<file path="src/rtl/oscillator_types_pkg.sv">
// Shared types for the oscillator core and its downstream stages.
package oscillator_types_pkg;

  // Envelope generator phase, also exported on the env_state port.
  typedef enum logic [2:0] {
    ENV_IDLE_E    = 3'd0,
    ENV_ATTACK_E  = 3'd1,
    ENV_DECAY_E   = 3'd2,
    ENV_SUSTAIN_E = 3'd3,
    ENV_RELEASE_E = 3'd4
  } osc_env_state_t;

  localparam int OSC_WAVE_WIDTH_C = 24;
  localparam int OSC_ENV_WIDTH_C  = 16;

  // True while the envelope is producing a non-idle contour.
  function automatic logic env_state_active(input osc_env_state_t s);
    return (s != ENV_IDLE_E);
  endfunction

endpackage

</file>
<file path="src/rtl/osc_adsr.sv">
// ADSR envelope generator: gate edge detection, phase FSM and level register.
// The level only moves on sample strobes, except in SUSTAIN where it follows
// the live sustain register every clock.
module osc_adsr
  import oscillator_types_pkg::*;
#(
  parameter int ENV_WIDTH_P = 16
) (
  input  logic                   clk,
  input  logic                   rst_n,
  input  logic                   gate,
  input  logic                   strobe,
  input  logic [ENV_WIDTH_P-1:0] cr_attack_step,
  input  logic [ENV_WIDTH_P-1:0] cr_decay_step,
  input  logic [ENV_WIDTH_P-1:0] cr_sustain_level,
  input  logic [ENV_WIDTH_P-1:0] cr_release_step,
  output logic [ENV_WIDTH_P-1:0] env_level,
  output osc_env_state_t         env_state
);

  // Full-scale level, zero-extended by one bit so carry/borrow stays visible.
  localparam logic [ENV_WIDTH_P:0] MAX_EXT_C = {1'b0, {ENV_WIDTH_P{1'b1}}};
  localparam logic [ENV_WIDTH_P-1:0] MAX_C   = {ENV_WIDTH_P{1'b1}};

  logic                   gate_q;
  logic                   gate_d;
  osc_env_state_t         state_q;
  osc_env_state_t         state_d;
  logic [ENV_WIDTH_P-1:0] level_q;
  logic [ENV_WIDTH_P-1:0] level_d;

  logic                   gate_rise;
  logic                   gate_fall;
  logic [ENV_WIDTH_P:0]   attack_sum;
  logic [ENV_WIDTH_P:0]   decay_diff;

  // Next phase and level; a gate edge always takes priority over level motion.
  always_comb begin
    gate_d     = gate;
    state_d    = state_q;
    level_d    = level_q;
    gate_rise  = gate & ~gate_q;
    gate_fall  = ~gate & gate_q;
    attack_sum = {1'b0, level_q} + {1'b0, cr_attack_step};
    decay_diff = {1'b0, level_q} - {1'b0, cr_decay_step};

    if (gate_rise) begin
      // Legato retrigger: restart the attack from wherever the level is.
      state_d = ENV_ATTACK_E;
    end else if (gate_fall) begin
      if (state_q == ENV_ATTACK_E || state_q == ENV_DECAY_E ||
          state_q == ENV_SUSTAIN_E) begin
        state_d = ENV_RELEASE_E;
      end
    end else begin
      case (state_q)
        ENV_IDLE_E: begin
          level_d = '0;
        end
        ENV_ATTACK_E: begin
          if (strobe) begin
            if (cr_attack_step == '0 || attack_sum >= MAX_EXT_C) begin
              level_d = MAX_C;
              state_d = ENV_DECAY_E;
            end else begin
              level_d = attack_sum[ENV_WIDTH_P-1:0];
            end
          end
        end
        ENV_DECAY_E: begin
          if (strobe) begin
            // A borrow means the step overshot below zero, hence below sustain.
            if (cr_decay_step == '0 || decay_diff[ENV_WIDTH_P] ||
                decay_diff[ENV_WIDTH_P-1:0] <= cr_sustain_level) begin
              level_d = cr_sustain_level;
              state_d = ENV_SUSTAIN_E;
            end else begin
              level_d = decay_diff[ENV_WIDTH_P-1:0];
            end
          end
        end
        ENV_SUSTAIN_E: begin
          level_d = cr_sustain_level;
        end
        ENV_RELEASE_E: begin
          if (strobe) begin
            if (cr_release_step == '0 || cr_release_step >= level_q) begin
              level_d = '0;
              state_d = ENV_IDLE_E;
            end else begin
              level_d = level_q - cr_release_step;
            end
          end
        end
        default: begin
          level_d = '0;
          state_d = ENV_IDLE_E;
        end
      endcase
    end
  end

  // Envelope state registers; reset drops any note in progress immediately.
  always_ff @(posedge clk or negedge rst_n) begin
    if (!rst_n) begin
      gate_q  <= 1'b0;
      state_q <= ENV_IDLE_E;
      level_q <= '0;
    end else begin
      gate_q  <= gate_d;
      state_q <= state_d;
      level_q <= level_d;
    end
  end

  assign env_level = level_q;
  assign env_state = state_q;

endmodule

</file>
<file path="src/rtl/osc_envelope_vca.sv">
// Enveloped amplifier: ADSR generator plus a two-stage signed multiply (VCA).
// Each sample is scaled by the envelope level held before that strobe's update.
module osc_envelope_vca
  import oscillator_types_pkg::*;
#(
  parameter int WAVE_WIDTH_P = 24,
  parameter int ENV_WIDTH_P  = 16
) (
  input  logic                    clk,
  input  logic                    rst_n,
  input  logic [WAVE_WIDTH_P-1:0] waveform_in,
  input  logic                    waveform_valid,
  input  logic                    gate,
  input  logic [ENV_WIDTH_P-1:0]  cr_attack_step,
  input  logic [ENV_WIDTH_P-1:0]  cr_decay_step,
  input  logic [ENV_WIDTH_P-1:0]  cr_sustain_level,
  input  logic [ENV_WIDTH_P-1:0]  cr_release_step,
  output logic [WAVE_WIDTH_P-1:0] waveform_out,
  output logic                    waveform_out_valid,
  output logic [ENV_WIDTH_P-1:0]  env_level,
  output logic [2:0]              env_state,
  output logic                    env_busy
);

  localparam int PROD_WIDTH_C = WAVE_WIDTH_P + ENV_WIDTH_P + 1;

  osc_env_state_t                  adsr_state;
  logic [ENV_WIDTH_P-1:0]          adsr_level;

  logic signed [PROD_WIDTH_C-1:0]  product_q;
  logic signed [PROD_WIDTH_C-1:0]  product_d;
  logic                            valid1_q;
  logic                            valid1_d;
  logic [WAVE_WIDTH_P-1:0]         wave_out_q;
  logic [WAVE_WIDTH_P-1:0]         wave_out_d;
  logic                            valid2_q;
  logic                            valid2_d;
  logic                            prod_unused;

  osc_adsr #(
    .ENV_WIDTH_P (ENV_WIDTH_P)
  ) u_adsr (
    .clk              (clk),
    .rst_n            (rst_n),
    .gate             (gate),
    .strobe           (waveform_valid),
    .cr_attack_step   (cr_attack_step),
    .cr_decay_step    (cr_decay_step),
    .cr_sustain_level (cr_sustain_level),
    .cr_release_step  (cr_release_step),
    .env_level        (adsr_level),
    .env_state        (adsr_state)
  );

  // Stage inputs: capture the product on a strobe, rescale it one clock later.
  always_comb begin
    valid1_d   = waveform_valid;
    product_d  = product_q;
    valid2_d   = valid1_q;
    wave_out_d = wave_out_q;
    if (waveform_valid) begin
      // Level is zero-extended so it multiplies as a positive gain.
      product_d = $signed(waveform_in) * $signed({1'b0, adsr_level});
    end
    if (valid1_q) begin
      // Slicing above the fraction bits equals an arithmetic shift (floor).
      wave_out_d = product_q[ENV_WIDTH_P +: WAVE_WIDTH_P];
    end
  end

  // Fraction bits and the spare sign bit are discarded by the rescale.
  assign prod_unused = ^{product_q[ENV_WIDTH_P-1:0], product_q[PROD_WIDTH_C-1]};

  // VCA pipeline registers; reset flushes any sample still in flight.
  always_ff @(posedge clk or negedge rst_n) begin
    if (!rst_n) begin
      product_q  <= '0;
      valid1_q   <= 1'b0;
      wave_out_q <= '0;
      valid2_q   <= 1'b0;
    end else begin
      product_q  <= product_d;
      valid1_q   <= valid1_d;
      wave_out_q <= wave_out_d;
      valid2_q   <= valid2_d;
    end
  end

  assign waveform_out       = wave_out_q;
  assign waveform_out_valid = valid2_q;
  assign env_level          = adsr_level;
  assign env_state          = adsr_state;
  assign env_busy           = env_state_active(adsr_state);

endmodule

</file>
<file path="config.mk">
export PLATFORM = sky130hd
export DESIGN_NAME = osc_envelope_vca
export DESIGN_NICKNAME = d
export VERILOG_FILES = /design/src/rtl/oscillator_types_pkg.sv /design/src/rtl/osc_adsr.sv /design/src/rtl/osc_envelope_vca.sv
export SDC_FILE = /design/constraint.sdc
export NUM_CORES = 1
export LEC_CHECK = 0
export CORE_UTILIZATION = 43
export CTS_CLUSTER_SIZE = 40
export DETAILED_ROUTE_END_ITERATION = 16
export HOLD_SLACK_MARGIN = 0.05
export PLACE_DENSITY = 0.7
export SYNTH_ARGS = -nofsm -noshare
export SYNTH_HDL_FRONTEND = slang
export SYNTH_SLANG_ARGS = --single-unit
</file>
<file path="constraint.sdc">
create_clock -name clk -period 8.5 [get_ports clk]
set_input_delay 1.275 -clock clk [delete_from_list [all_inputs] [get_ports clk]]
set_output_delay 1.275 -clock clk [all_outputs]
set_load 0.01 [all_outputs]
</file>
Word-level counts from Yosys, hierarchy flattened:

Index checks and enable logic that the tools add are counted.

* flip-flop bits (word level): 86
* input bits: 92

* add/subtract/negate cells: 3
* multiply operators: 1
* order comparisons: 3
* equal/unequal tests: 15
* muxes and demuxes: 17
* bitwise operators: 6
* reductions and logical operators: 14

Operators by type and width (count)
* 16-bit 2-to-1 mux: 6
* 16-bit case mux with 4 select lines: 1
* 16-bit logical NOT: 3
* 24-bit by 17-bit multiplier with 40-bit output: 1
* 3-bit 2-to-1 mux: 9
* 4-bit by 2-bit inequality test with 1-bit output (second input constant): 5
* 16-bit by 16-bit adder with 17-bit output: 1
* 17-bit by 16-bit >= comparator with 1-bit output (second input constant): 1
* 16-bit by 16-bit subtractor with 17-bit output: 1
* 16-bit >= comparator: 1
* 16-bit less-or-equal comparator: 1
* 16-bit subtractor: 1
* 3-bit case mux with 4 select lines: 1
* 8-bit AND reduction: 1
* 3-bit by 2-bit equality test with 1-bit output (second input constant): 2
* 1-bit logical OR: 6
* 2-bit inequality test (second input constant): 3
* 5-bit AND reduction: 1
* 4-bit by 1-bit inequality test with 1-bit output (second input constant): 1
* 1-bit inverter: 4
* 3-bit by 1-bit equality test with 1-bit output (second input constant): 1
* 3-bit equality test (second input constant): 1
* 3-bit logical NOT: 1
* 3-bit by 1-bit inequality test with 1-bit output (second input constant): 1
* 4 further kinds: 5

Depth between registers and ports, before layout:

Gate-level depths: netlist of run 1.

* depth in word-level cells: 8
* depth in mapped cells: 24

Modules after synthesis:

A second synthesis of run 1 with hierarchy kept.

* cells, all modules: 2209
* area total of the unflattened synthesis: 19805.2 µm²

Modules (own cells, without submodules)
* osc_envelope_vca: instances 1, cells an instance 1622, area an instance 15283.4 µm², sequential area each 1251.2 µm²
* osc_adsr: instances 1, cells an instance 587, area an instance 4521.8 µm², sequential area each 500.5 µm²

Worst setup path after synthesis of run 1:

No wires, ideal clock.

* path type: input to register
* start point: input port waveform_in[23]
* end point: register product_q[35]
* arrival: 7156 ps
* data required time: 8375 ps
* setup slack: 1219 ps
* stages: 20
* cells stage by stage: clkbuf_1 > nand2_1 > fa_1 > fa_1 > fa_1 > inv_1 > fa_1 > fa_1 > inv_1 > fa_1 > inv_1 > ha_1 > and2_1 > a221o_1 > or4_1 > a211o_1 > a41oi_4 > o21ai_1 > xor2_1 > mux2_2

* word-level cells in the longest chain between the ends: 1

RTL lines
* start, declared: RTL line osc_envelope_vca.sv:11 `input logic [WAVE_WIDTH_P-1:0] waveform_in,`
* 24-bit by 17-bit multiplier with 40-bit output: RTL line osc_envelope_vca.sv:63 `product_d = $signed(waveform_in) * $signed({1'b0, adsr_level});`
* end signal, assigned: RTL line osc_envelope_vca.sv:82 `product_q <= product_d;`
* end, declared: RTL line osc_envelope_vca.sv:30 `logic signed [PROD_WIDTH_C-1:0] product_q;`

Every way passes these cells.
A chain may end at the register's enable or synchronous reset.

Worst setup path after layout of run 1:

* start point: input port waveform_in[12]
* end point: register product_q[35]

The elaborated chain is that of the path after synthesis.

==> flow_metrics.py, run 1 <==
metrics = {
    "sta": {
        "finalWorstSetupSlack_ns": 0.588,
        "slew_violations": 0,
        "finalHoldViolations": 0,
        "post-route-min-period_ns": 7.91,
        "setup_viol_count_final": 0,
        "worst_pin_slew_ns": 1.13,
        "tns_ns": 0,
        "maxSlewHeadroom": 0.244,
        "timing.fmax_ghz": 0.126,
        "rsz0062_at_grt": "false",
        "period_share": 0.931,
        "finalClockSkew_ns": 0.0139,
    },
    "place": {
        "dpl.hpwl_um": 43000,
        "io_buffers": 136,
        "gp_congestion": 0.936,
        "place_ws_ns": 0.266,
    },
    "floorplanning": {
        "dieHeight_um": 215,
        "placementRows": 77,
        "start_util": 0.439,
        "coreArea_mm2": 0.0445,
        "io_pins": 137,
        "die_x_um": 215,
        "die-area_mm2": 0.0463,
    },
    "synth": {
        "synth_fa_ha_area_frac": 0.486,
        "synthesis.area_mm2": 0.0195,
        "synth-xor-area-share": 0.0287,
        "ys_seq_area_frac": 0.0897,
        "synth-compound-area-share": 0.101,
        "muxShareOfSynthArea": 0.0252,
        "yosys_warnings": 0,
        "async_flop_share": 1.00,
        "syn_nets": 2844,
        "synth-simple-area-share": 0.157,
        "synth_edf_count": 0,
        "syn_inst": 2217,
        "synth_area_per_cell_um2": 8.81,
        "post_synth_num_cell_types": 65,
        "synth_top_family_by_area": "adder cells",
        "synth_seq_cells": 70,
        "synth_ff_type": "dfrtp_1",
    },
    "clock_tree": {
        "cts-resized-gates": 0,
        "cts.path.max_buffers": 2,
        "postCtsSetupRepairBufs": 0,
        "cts_hold_buffers": 0,
        "cts-buffers-inserted": 9,
        "ctsRootBufferMaster": "clkbuf_16",
        "cts_tree": "built",
        "clk_latency_ns": 0.35,
        "htreeDepth": 3,
        "clkSlewWorstSetupHoldPaths_ns": 0.06,
        "cts_sinks": 70,
    },
    "critical_path": {
        "cp_slowest_stage_delay_ns": 0.95,
        "r2r-start": "u_adsr.env_level[4]",
        "crit_top_cell": "fa_1",
        "cp.arrival_ns": 8.15,
        "crit_buf_inv": 2,
        "r2r_cells": 18,
        "crit_family": "adder cells",
        "path_cells": "clkdlybuf4s50_1, nand2_1, fa_1, inv_1, fa_1, fa_1, fa_1, fa_1, fa_1, ha_1, a21o_1, a221o_1, or4_1, a211o_1, a41oi_4, o21ai_1, xor2_1, mux2_2",
        "worst-path-max-fanout": 15,
        "cp.required_ns": 8.74,
        "cp-end-kind": "flip-flop",
        "crit_type": "in -> reg",
        "ff2ff_setup_slack_ns": 1.24,
        "r2r_end": "product_q[35]",
        "worstSetupStartpointType": "input pin",
        "slowest_stage": "clkdlybuf4s50_1",
    },
    "drt": {
        "vias": 15800,
        "wl_per_cell_um": 18.1,
        "drc_errors": 0,
        "firstDrtPassIters": 7,
        "wl_um": 52900,
        "first_iter_violations": 974,
        "viasPerCell": 5.40,
        "ant_nets": 0,
    },
    "grt": {
        "grt_start_max_net_pins": 71,
        "grtUsageMet3": 0.0307,
        "antenna_found_initial": 1,
        "grt_pass1_vias": 17300,
        "use_met2": 0.423,
        "grt-busiest-layer": "met2",
        "gr-usage-all-layers": 0.240,
        "use_met1": 0.305,
        "overflow": 0,
        "grt_pass1_wl_um": 88400,
    },
    "layout": {
        "layout_common_cells": "502 x inv_1, 373 x fa_1, 288 x nand2_1",
        "layout_commonest_cell": "inv_1",
        "nets": 2950,
        "area.growth.synth_to_final_pct": 12.5,
        "layout-drive-gt1-share": 0.0524,
        "antennaDiodeCount": 0,
    },
    "worst_hold_path": {
        "hold_depth": 2,
        "hp-start": "product_q[36]",
        "hold_path_class": "reg -> reg",
        "holdPathEnd": "product_q[36]",
    },
    "flow_run": {
        "drv_cap": 0,
    },
    "status": {
        "status": "finished clean",
    },
}
## tightest hold or removal path, delay by kind of cell (launching register included)
family / cells / cell delay [ns]
flip-flops: 1 / 0.35
AND/OR/NAND/NOR: 2 / 0.12
## area by class of cell
type                            count  area (um2)
Sequential cell                    70        1750
Fill cell                        4222       22500
Multi-Input combinational cell   1559       15600
Clock inverter                      6        93.8
Timing Repair Buffer              181        1690
Tap cell                          592         741
Inverter                          502        1880
Clock buffer                       10         229
## how the worst max path moves through the flow
stage	startpoint	to	slack, ns	depth (start not counted)
after floorplan	waveform_in[23]	product_q[35]	1.22	20
after global placement	waveform_in[12]	product_q[35]	0.46	18
after detailed placement	waveform_in[10]	product_q[35]	0.27	18
after CTS	waveform_in[10]	product_q[35]	0.65	18
after global routing	waveform_in[10]	product_q[37]	0.31	18
final	waveform_in[12]	product_q[35]	0.59	18
## routing by layer
metal  routed length (um)  vias up
li1                     -     7142
met1                21400     7967
met2                26300      539
met3                 3400      113
met4                 1750        0
met5                    0        -
## cells in the mapped netlist, drive strengths merged, types with 6 or more instances
cell	n	area share
nor4	18	0.0058
xnor2	48	0.022
clkbuf	82	0.016
and2	154	0.049
o21bai	7	0.0027
a31oi	9	0.0029
and4	7	0.0031
and3	11	0.0035
o21ai	58	0.015
fa	373	0.38
nand3	21	0.0054
nor2b	6	0.0019
mux2	42	0.024
xor2	16	0.0072
ha	162	0.10
nand4	18	0.0058
o211ai	13	0.0050
a21o	25	0.0096
nand2	288	0.055
a221oi	6	0.0027
nor3	13	0.0033
a211oi	12	0.0046
a31o	7	0.0031
o21a	8	0.0031
inv	502	0.096
or3	7	0.0022
nor2	52	0.010
dfrtp	70	0.090
or2	6	0.0019
a21oi	73	0.019
nand2b	13	0.0042
a221o	13	0.0067
a22oi	10	0.0038
## flip-flops by register name, summed over array words and instances, names as in the netlist
signal and count:
valid1_q 1, product_q 24, waveform_out_valid 1, u_adsr.env_state 3, u_adsr.env_level 16, u_adsr.gate_q 1
waveform_out 24
## through the flow
step	instance area [um2]	hold WS (ns)	std cells	util
global placement	21600	0.489	2904	0.486
CTS	22000	0.499	2920	0.494
detailed placement	21600	0.483	2904	0.486
floorplan	19500	0.352	2217	-
global route	22000	0.524	2920	0.494
finish	22000	0.496	2920	0.494
## kinds of logic after synthesis
family | Yosys count
compound gates | 291
simple gates | 625
xor+xnor | 64
flops | 70
fa+ha+maj | 535
buf+inv | 588
mux | 44
Power of run 1 is left out: the tool's default activity adds up to more than one toggle a clock period on the data nets, which glitch-free logic cannot reach.
==> run 2: changes to the inputs <==
- SKIP_CTS_REPAIR_TIMING: default -> 1
==> results of run 2 <==
Final layout, timing and power as in run 1 (identical DEF).
Power of run 2 is left out for the same reason.
